File: config.mk
export PLATFORM = sky130hd
export DESIGN_NAME = interboard_tx_packer
export DESIGN_NICKNAME = d
export VERILOG_FILES = /design/src/rtl/interboard_tx_packer.sv
export SDC_FILE = /design/constraint.sdc
export NUM_CORES = 1
export LEC_CHECK = 0
export ABC_AREA = 1
export BUFFER_PORTS_ARGS = -buffer_cell sky130_fd_sc_hd__buf_2
export CAP_MARGIN = 10
export CORE_MARGIN = 2
export CORE_UTILIZATION = 25
export CTS_CLUSTER_DIAMETER = 80
export DETAILED_ROUTE_END_ITERATION = 12
export PLACE_DENSITY_LB_ADDON = 0.08
export SLEW_MARGIN = 20
export SYNTH_ARGS = -nofsm -noshare
export SYNTH_HDL_FRONTEND = slang
export SYNTH_SLANG_ARGS = --single-unit
export TNS_END_PERCENT = 30
File: constraint.sdc
create_clock -name clk -period 6.9 [get_ports clk]
set_clock_uncertainty 0.1 [all_clocks]
set_input_delay 1.38 -clock clk [delete_from_list [all_inputs] [get_ports clk]]
set_output_delay 1.38 -clock clk [all_outputs]
set_load 0.1 [all_outputs]
File: src/rtl/interboard_tx_packer.sv
// Inter-board transmit packer: queues ctrl_* messages and ships each as a nibble frame over a 4-phase req/ack link.
// Optional INTERBOARD_TX_PARITY_EN appends an XOR parity nibble to every frame.
module interboard_tx_packer #(
  parameter int unsigned FIFO_DEPTH     = 4,
  parameter int unsigned TIMEOUT_CYCLES = 1_000_000
) (
  input  logic       clk,
  input  logic       rst,
  input  logic       interboard_rst,
  input  logic       transmit,
  input  logic       ctrl_en,
  input  logic [3:0] ctrl_msg_type,
  input  logic       ctrl_move_dir,
  input  logic [4:0] ctrl_block_x,
  input  logic [2:0] ctrl_block_y,
  input  logic [5:0] ctrl_card,
  input  logic [2:0] ctrl_sel_len,
  input  logic       tx_ack,
  output logic       tx_req,
  output logic [3:0] tx_data,
  output logic       busy,
  output logic       fifo_full,
  output logic       overflow,
  output logic       timeout_err
);

  localparam int unsigned PW = (FIFO_DEPTH > 1) ? $clog2(FIFO_DEPTH) : 1;
  localparam int unsigned CW = PW + 1;
  localparam int unsigned TW = $clog2(TIMEOUT_CYCLES + 1);
`ifdef INTERBOARD_TX_PARITY_EN
  localparam int unsigned NIBBLES = 7;
`else
  localparam int unsigned NIBBLES = 6;
`endif
  localparam int unsigned FW = 4 * NIBBLES;

  typedef enum logic [1:0] {IDLE, DRIVE, RELEASE} state_t;

  state_t          state_q, state_d;
  logic [21:0]     mem_q [FIFO_DEPTH];
  logic [PW-1:0]   wr_ptr_q, wr_ptr_d, rd_ptr_q, rd_ptr_d;
  logic [CW-1:0]   cnt_q, cnt_d;
  logic            ack_meta_q, ack_s_q;
  logic [FW-1:0]   shift_q, shift_d, frame_load;
  logic [2:0]      nib_q, nib_d;
  logic [TW-1:0]   tcnt_q, tcnt_d, tcnt_inc;
  logic [1:0]      seq_q, seq_d;
  logic            tx_req_q, tx_req_d;
  logic [3:0]      tx_data_q, tx_data_d;
  logic            busy_q, busy_d, full_q, full_d, ovf_q, ovf_d, terr_q, terr_d;
  logic            push, push_ok, pop, timeout_hit;
  logic [21:0]     entry_in;
  logic [23:0]     word;

  assign entry_in = {ctrl_msg_type, ctrl_move_dir, ctrl_block_x, ctrl_block_y,
                     ctrl_card, ctrl_sel_len};
  assign push     = ctrl_en & transmit;
  assign word     = {seq_q, mem_q[rd_ptr_q]};
  assign tcnt_inc = tcnt_q + TW'(1);
  assign timeout_hit = (tcnt_inc == TW'(TIMEOUT_CYCLES));

`ifdef INTERBOARD_TX_PARITY_EN
  logic [3:0] parity;
  always_comb begin
    parity = '0;
    for (int unsigned i = 0; i < 6; i++) parity = parity ^ word[4*i +: 4];
    frame_load = {word, parity};
  end
`else
  always_comb frame_load = word;
`endif

  always_comb begin
    state_d = state_q;
    shift_d = shift_q;
    nib_d   = nib_q;
    tcnt_d  = '0;
    seq_d   = seq_q;
    terr_d  = terr_q;
    pop     = 1'b0;
    case (state_q)
      IDLE: begin
        if (cnt_q != '0 && !ack_s_q) begin
          pop     = 1'b1;
          shift_d = frame_load;
          nib_d   = '0;
          state_d = DRIVE;
        end
      end
      DRIVE: begin
        tcnt_d = tcnt_inc;
        if (timeout_hit) begin
          terr_d  = 1'b1;
          tcnt_d  = '0;
          state_d = IDLE;
        end else if (ack_s_q) begin
          tcnt_d  = '0;
          state_d = RELEASE;
        end
      end
      RELEASE: begin
        tcnt_d = tcnt_inc;
        if (timeout_hit) begin
          terr_d  = 1'b1;
          tcnt_d  = '0;
          state_d = IDLE;
        end else if (!ack_s_q) begin
          tcnt_d = '0;
          if (nib_q == 3'(NIBBLES - 1)) begin
            seq_d   = seq_q + 2'd1;
            state_d = IDLE;
          end else begin
            shift_d = shift_q << 4;
            nib_d   = nib_q + 3'd1;
            state_d = DRIVE;
          end
        end
      end
      default: state_d = IDLE;
    endcase

    // A pop in the same cycle frees a slot, so a push into a full FIFO still lands.
    push_ok  = push & ((cnt_q != CW'(FIFO_DEPTH)) | pop);
    wr_ptr_d = push_ok ? wr_ptr_q + PW'(1) : wr_ptr_q;
    rd_ptr_d = pop ? rd_ptr_q + PW'(1) : rd_ptr_q;
    cnt_d    = cnt_q + CW'(push_ok) - CW'(pop);
    ovf_d    = ovf_q | (push & ~push_ok);

    tx_req_d  = (state_q == DRIVE);
    tx_data_d = shift_q[FW-1 -: 4];
    busy_d    = (cnt_d != '0) || (state_d != IDLE);
    full_d    = (cnt_d == CW'(FIFO_DEPTH));

    if (interboard_rst) begin
      push_ok  = 1'b0;
      state_d  = IDLE;
      tcnt_d   = '0;
      wr_ptr_d = '0;
      rd_ptr_d = '0;
      cnt_d    = '0;
      ovf_d    = 1'b0;
      terr_d   = 1'b0;
      tx_req_d = 1'b0;
      busy_d   = 1'b0;
      full_d   = 1'b0;
    end
  end

  always_ff @(posedge clk) begin
    if (push_ok) mem_q[wr_ptr_q] <= entry_in;
  end

  always_ff @(posedge clk or posedge rst) begin
    if (rst) begin
      state_q    <= IDLE;
      wr_ptr_q   <= '0;
      rd_ptr_q   <= '0;
      cnt_q      <= '0;
      ack_meta_q <= 1'b0;
      ack_s_q    <= 1'b0;
      shift_q    <= '0;
      nib_q      <= '0;
      tcnt_q     <= '0;
      seq_q      <= '0;
      tx_req_q   <= 1'b0;
      tx_data_q  <= '0;
      busy_q     <= 1'b0;
      full_q     <= 1'b0;
      ovf_q      <= 1'b0;
      terr_q     <= 1'b0;
    end else begin
      state_q    <= state_d;
      wr_ptr_q   <= wr_ptr_d;
      rd_ptr_q   <= rd_ptr_d;
      cnt_q      <= cnt_d;
      ack_meta_q <= tx_ack;
      ack_s_q    <= ack_meta_q;
      shift_q    <= shift_d;
      nib_q      <= nib_d;
      tcnt_q     <= tcnt_d;
      seq_q      <= seq_d;
      tx_req_q   <= tx_req_d;
      tx_data_q  <= tx_data_d;
      busy_q     <= busy_d;
      full_q     <= full_d;
      ovf_q      <= ovf_d;
      terr_q     <= terr_d;
    end
  end

  assign tx_req      = tx_req_q;
  assign tx_data     = tx_data_q;
  assign busy        = busy_q;
  assign fifo_full   = full_q;
  assign overflow    = ovf_q;
  assign timeout_err = terr_q;

endmodule
==> metrics.md <==
| Metric | Value |
|---|---|
| Min-Delay Path Class | `flip-flop to flip-flop` |
| Result of the run | `finished, final reports clean` |
| Setup CP Type | `flip-flop to flip-flop` |
| Number of max-slew violations in the final report | `0` |
| Routed wire length | `15.3 mm` |
| Worst Setup Start Kind | `flip-flop` |
| Number of post-CTS setup repair buffers | `0` |
| Max FO, Critical Path | `4` |
| Clock latency reported for the late side of the worst-skew pair | `0.44 ns` |
| # H-tree levels | `4` |
| Count of inserted antenna diode cells | `0` |
| Power Total | `2.92 mW` |
| Net switching fraction of the power | `36.3%` |
| Primary FF master, synth | `edfxtp_1` |
| Setup Total Neg Slack | `0 ns` |
| Final ANT Viol Nets | `0` |
| Setup repair after global routing missed its margin | `false` |
| Post-detailed-placement half-perimeter wirelength | `9.48 mm` |
| CTS sink cnt | `157` |
| Final worst path period share | `45.4%` |
| Routed len/inst | `14.0 um` |
| GRT met1 Usage | `14.3%` |
| Clock share of power | `33.6%` |
| TritonCTS buffer count | `17` |
| Die area | `29000 sq um` |
| Total congestion overflow | `0` |
| Avg Inst Size Synth | `10.4 sq um` |
| Met2 Usage GRT | `19.0%` |
| Most utilized layer in the global route result | `met2` |
| Startpoint of the tightest hold check path | `ack_meta_q` |
| #FFs+latches synth | `157` |
| First-pass GRT wire length | `24.9 mm` |
| Initial core utilization | `25.5%` |
| Fraction of registers with async set or reset after synthesis | `43.9%` |
| Cells after synthesis | `667` |
| Buffer and inverter count on the worst path | `4` |
| DR pass1 iterations | `6` |
| P per Cell Area | `358 nW/um^2` |
| Logic gate share of total power | `26.2%` |
| Seq/Total Area, Yosys | `63.1%` |
| Placement row count | `60` |
| Total global-route track usage | `11.3%` |
| Cell type with the highest occurrence count on the critical path | `inv_1` |
| Critical Path, Cell by Cell | `inv_1 > ha_1 > inv_1 > nor2_1 > inv_1 > nand3_1 > nand3_1 > ha_1 > inv_1 > ha_1 > fa_1 > xor2_1 > xor2_1 > nor3_1 > nand2_1 > nand2_1 > nand2_1` |
| Net Switching | `1.06 mW` |
| Count of endpoints failing hold in the final timing report | `0` |
| Largest net degree at the start of global routing | `70` |
| Synth-to-layout area growth | `17.7%` |
| # setup viols final | `0` |
| Post-synth EDFFs | `88` |
| Clock transition at the register clock pins on the worst setup and hold paths after CTS | `0.07 ns` |
| Net count after synthesis | `709` |
| Number of antenna violations at the first check in global routing | `0` |
| Maximum frequency from static timing analysis | `319 MHz` |
| Cell area after synthesis | `6920 sq um` |
| Number of top-level design ports | `37` |
| Critical Path Source | `state_q[0]` |
| Net count, final | `747` |
| Relative slew slack | `31.7%` |
| Met3 usage in global routing | `2.95%` |
| Req. time, crit path | `7.12 ns` |
| Delay contributed by the slowest stage of the critical path | `0.42 ns` |
| Master cell of the clock root buffer | `clkbuf_16` |
| Fraction of final layout cells sized beyond drive strength 1 | `14.6%` |
| Vertical die dimension | `170 um` |
| Sequential power share | `40.2%` |
| Maximum vdd drop | `0.152 mV` |
| Transition at the pin with the smallest max-transition slack | `1.02 ns` |
| CP max-delay cell | `dfrtp_1` |
| Total core area | `27100 sq um` |
| Drt first-iter violations | `268` |
| Family of cells with the greatest summed delay on the critical path | `adder cells` |
| Overall die width | `170 um` |
| Warnings, synthesis | `0` |
| Final routed DRC violation total | `0` |
| Routability congestion estimate from global placement | `0.725` |
| Count of hold-fix buffers inserted at cts | `0` |
| Worst Setup End Kind | `flip-flop` |
| Via density per instance | `4.22` |
| RR Startpoint | `state_q[0]` |
| TritonCTS clock tree | `done` |
| Total via count in the routed design | `4603` |
| Leakage | `3.25 nW` |
| Via count of the first global-routing pass | `4650` |
| Total of max-cap violations | `0` |
| Internal power contribution | `1.86 mW` |
| Post_cts resized | `0` |
| Buffers on Ports | `36` |
| WP data arrival | `3.35 ns` |
| Final period demand of the worst path | `3.13 ns` |
| Max Buffers Root-to-Sink | `2` |
| Number of different library cells in the post-synthesis netlist | `36` |
-- metal layers --
metal	vias up	part of all wire, %
met1	2210	48
li1	2334	-
met3	13	3.0
met5	-	0
met2	46	49
met4	0	0.98
-- power by group through the flow --
stage | clock network [mW] | logic, mW | registers [mW]
floorplan | 0 | 0.513 | 1.31
finish | 0.981 | 0.763 | 1.17
global placement | 0 | 0.774 | 1.19
detailed placement | 0 | 0.777 | 1.20
global route | 1.06 | 0.872 | 1.19
CTS | 1.02 | 0.782 | 1.18
-- state kept, by name, indices dropped and copies added, names as in the netlist --
name         cells
ack_meta_q       1
overflow         1
nib_q            3
mem_q           88
wr_ptr_q         2
seq_q            2
tx_req           1
shift_q         24
cnt_q            3
tx_data          4
rd_ptr_q         2
fifo_full        1
state_q          2
tcnt_q          20
timeout_err      1
busy             1
ack_s_q          1
-- cell usage in the layout, fill, tap and decap left out, types with 6 or more instances in the layout --
master / synthesis / layout
a21oi_1: 47 / 47
a32o_1: 18 / 18
buf_2: 2 / 36
buf_4: 0 / 8
clkbuf_16: 0 / 17
clkinv_8: 0 / 6
dfrtp_1: 69 / 69
edfxtp_1: 88 / 88
ha_1: 13 / 13
inv_1: 53 / 52
nand2_1: 157 / 157
nand3_1: 27 / 27
nand4_1: 9 / 9
nor2_1: 76 / 72
nor2_2: 3 / 7
nor2_4: 7 / 7
o21ai_0: 39 / 39
-- final cells by class --
cell class / count / area [sq um]
clock buffers: 17 / 425
well taps: 372 / 465
clock inverters: 15 / 210
repair buffers: 44 / 240
flip-flops and latches: 157 / 4370
inverters: 55 / 208
multi-input cells: 430 / 2230
fillers: 2805 / 19000
-- cell families (layout without fill, tap and decap cells) --
logic type | count (synthesis) | count (layout) | share of synthesized area, %
AOI/OAI and AO/OA | 116 | 116 | 10.0
xor gates and xnor gates | 5 | 5 | 0.633
adders and majority gates | 14 | 14 | 2.64
buffers and inverters | 80 | 131 | 4.81
DFF | 157 | 157 | 63.1
and+or+nand+nor | 295 | 295 | 18.8
-- worst reg2reg max path, stage by stage (launching register included) --
cell and delay [ns]:
dfrtp_1 0.42, inv_1 0.12, ha_1 0.20, inv_1 0.06, nor2_1 0.22, inv_1 0.10, nand3_1 0.13, nand3_1 0.13
ha_1 0.30, inv_1 0.04, ha_1 0.18, fa_1 0.37, xor2_1 0.18, xor2_1 0.15, nor3_1 0.14, nand2_1 0.07
nand2_1 0.06, nand2_1 0.05
-- stage by stage --
step           util (%)  setup slack (ns)  hold slack, ns  area [sq um]  instances
2_1_floorplan         -              3.50           0.231          6920        667
3_3_place_gp       27.7              3.53           0.240          7510       1058
3_5_place_dp       27.7              3.53           0.236          7510       1058
4_1_cts            30.1              3.73           0.259          8150       1090
5_1_grt            30.1              3.34           0.266          8150       1090
6_report           30.1              3.77           0.256          8150       1090
-- final timing paths --
kind | to | cells after the start | slack [ns]
min in group asynchronous | seq_q[1] | 3 | 1.14
hold / removal | ack_s_q | 0 | 0.26
setup / recovery | busy | 17 | 3.77
max in group asynchronous | nib_q[0] | 3 | 4.98
setup reg to reg | busy | 17 | 3.77
hold reg to reg | ack_s_q | 0 | 0.26
-- Yosys cell counts, types with 7 or more instances --
library cell,number,area (sq um)
a21oi_1,47,235
a32o_1,18,180
edfxtp_1,88,2640
clkbuf_1,17,63.8
nand4_1,9,56.3
nor2_1,76,285
nand2_1,157,589
inv_1,53,199
o21ai_0,39,195
nand3_1,27,135
dfrtp_1,69,1730
nor2_4,7,78.8
ha_1,13,163
No activity file was read; power rests on OpenSTA's default activity.
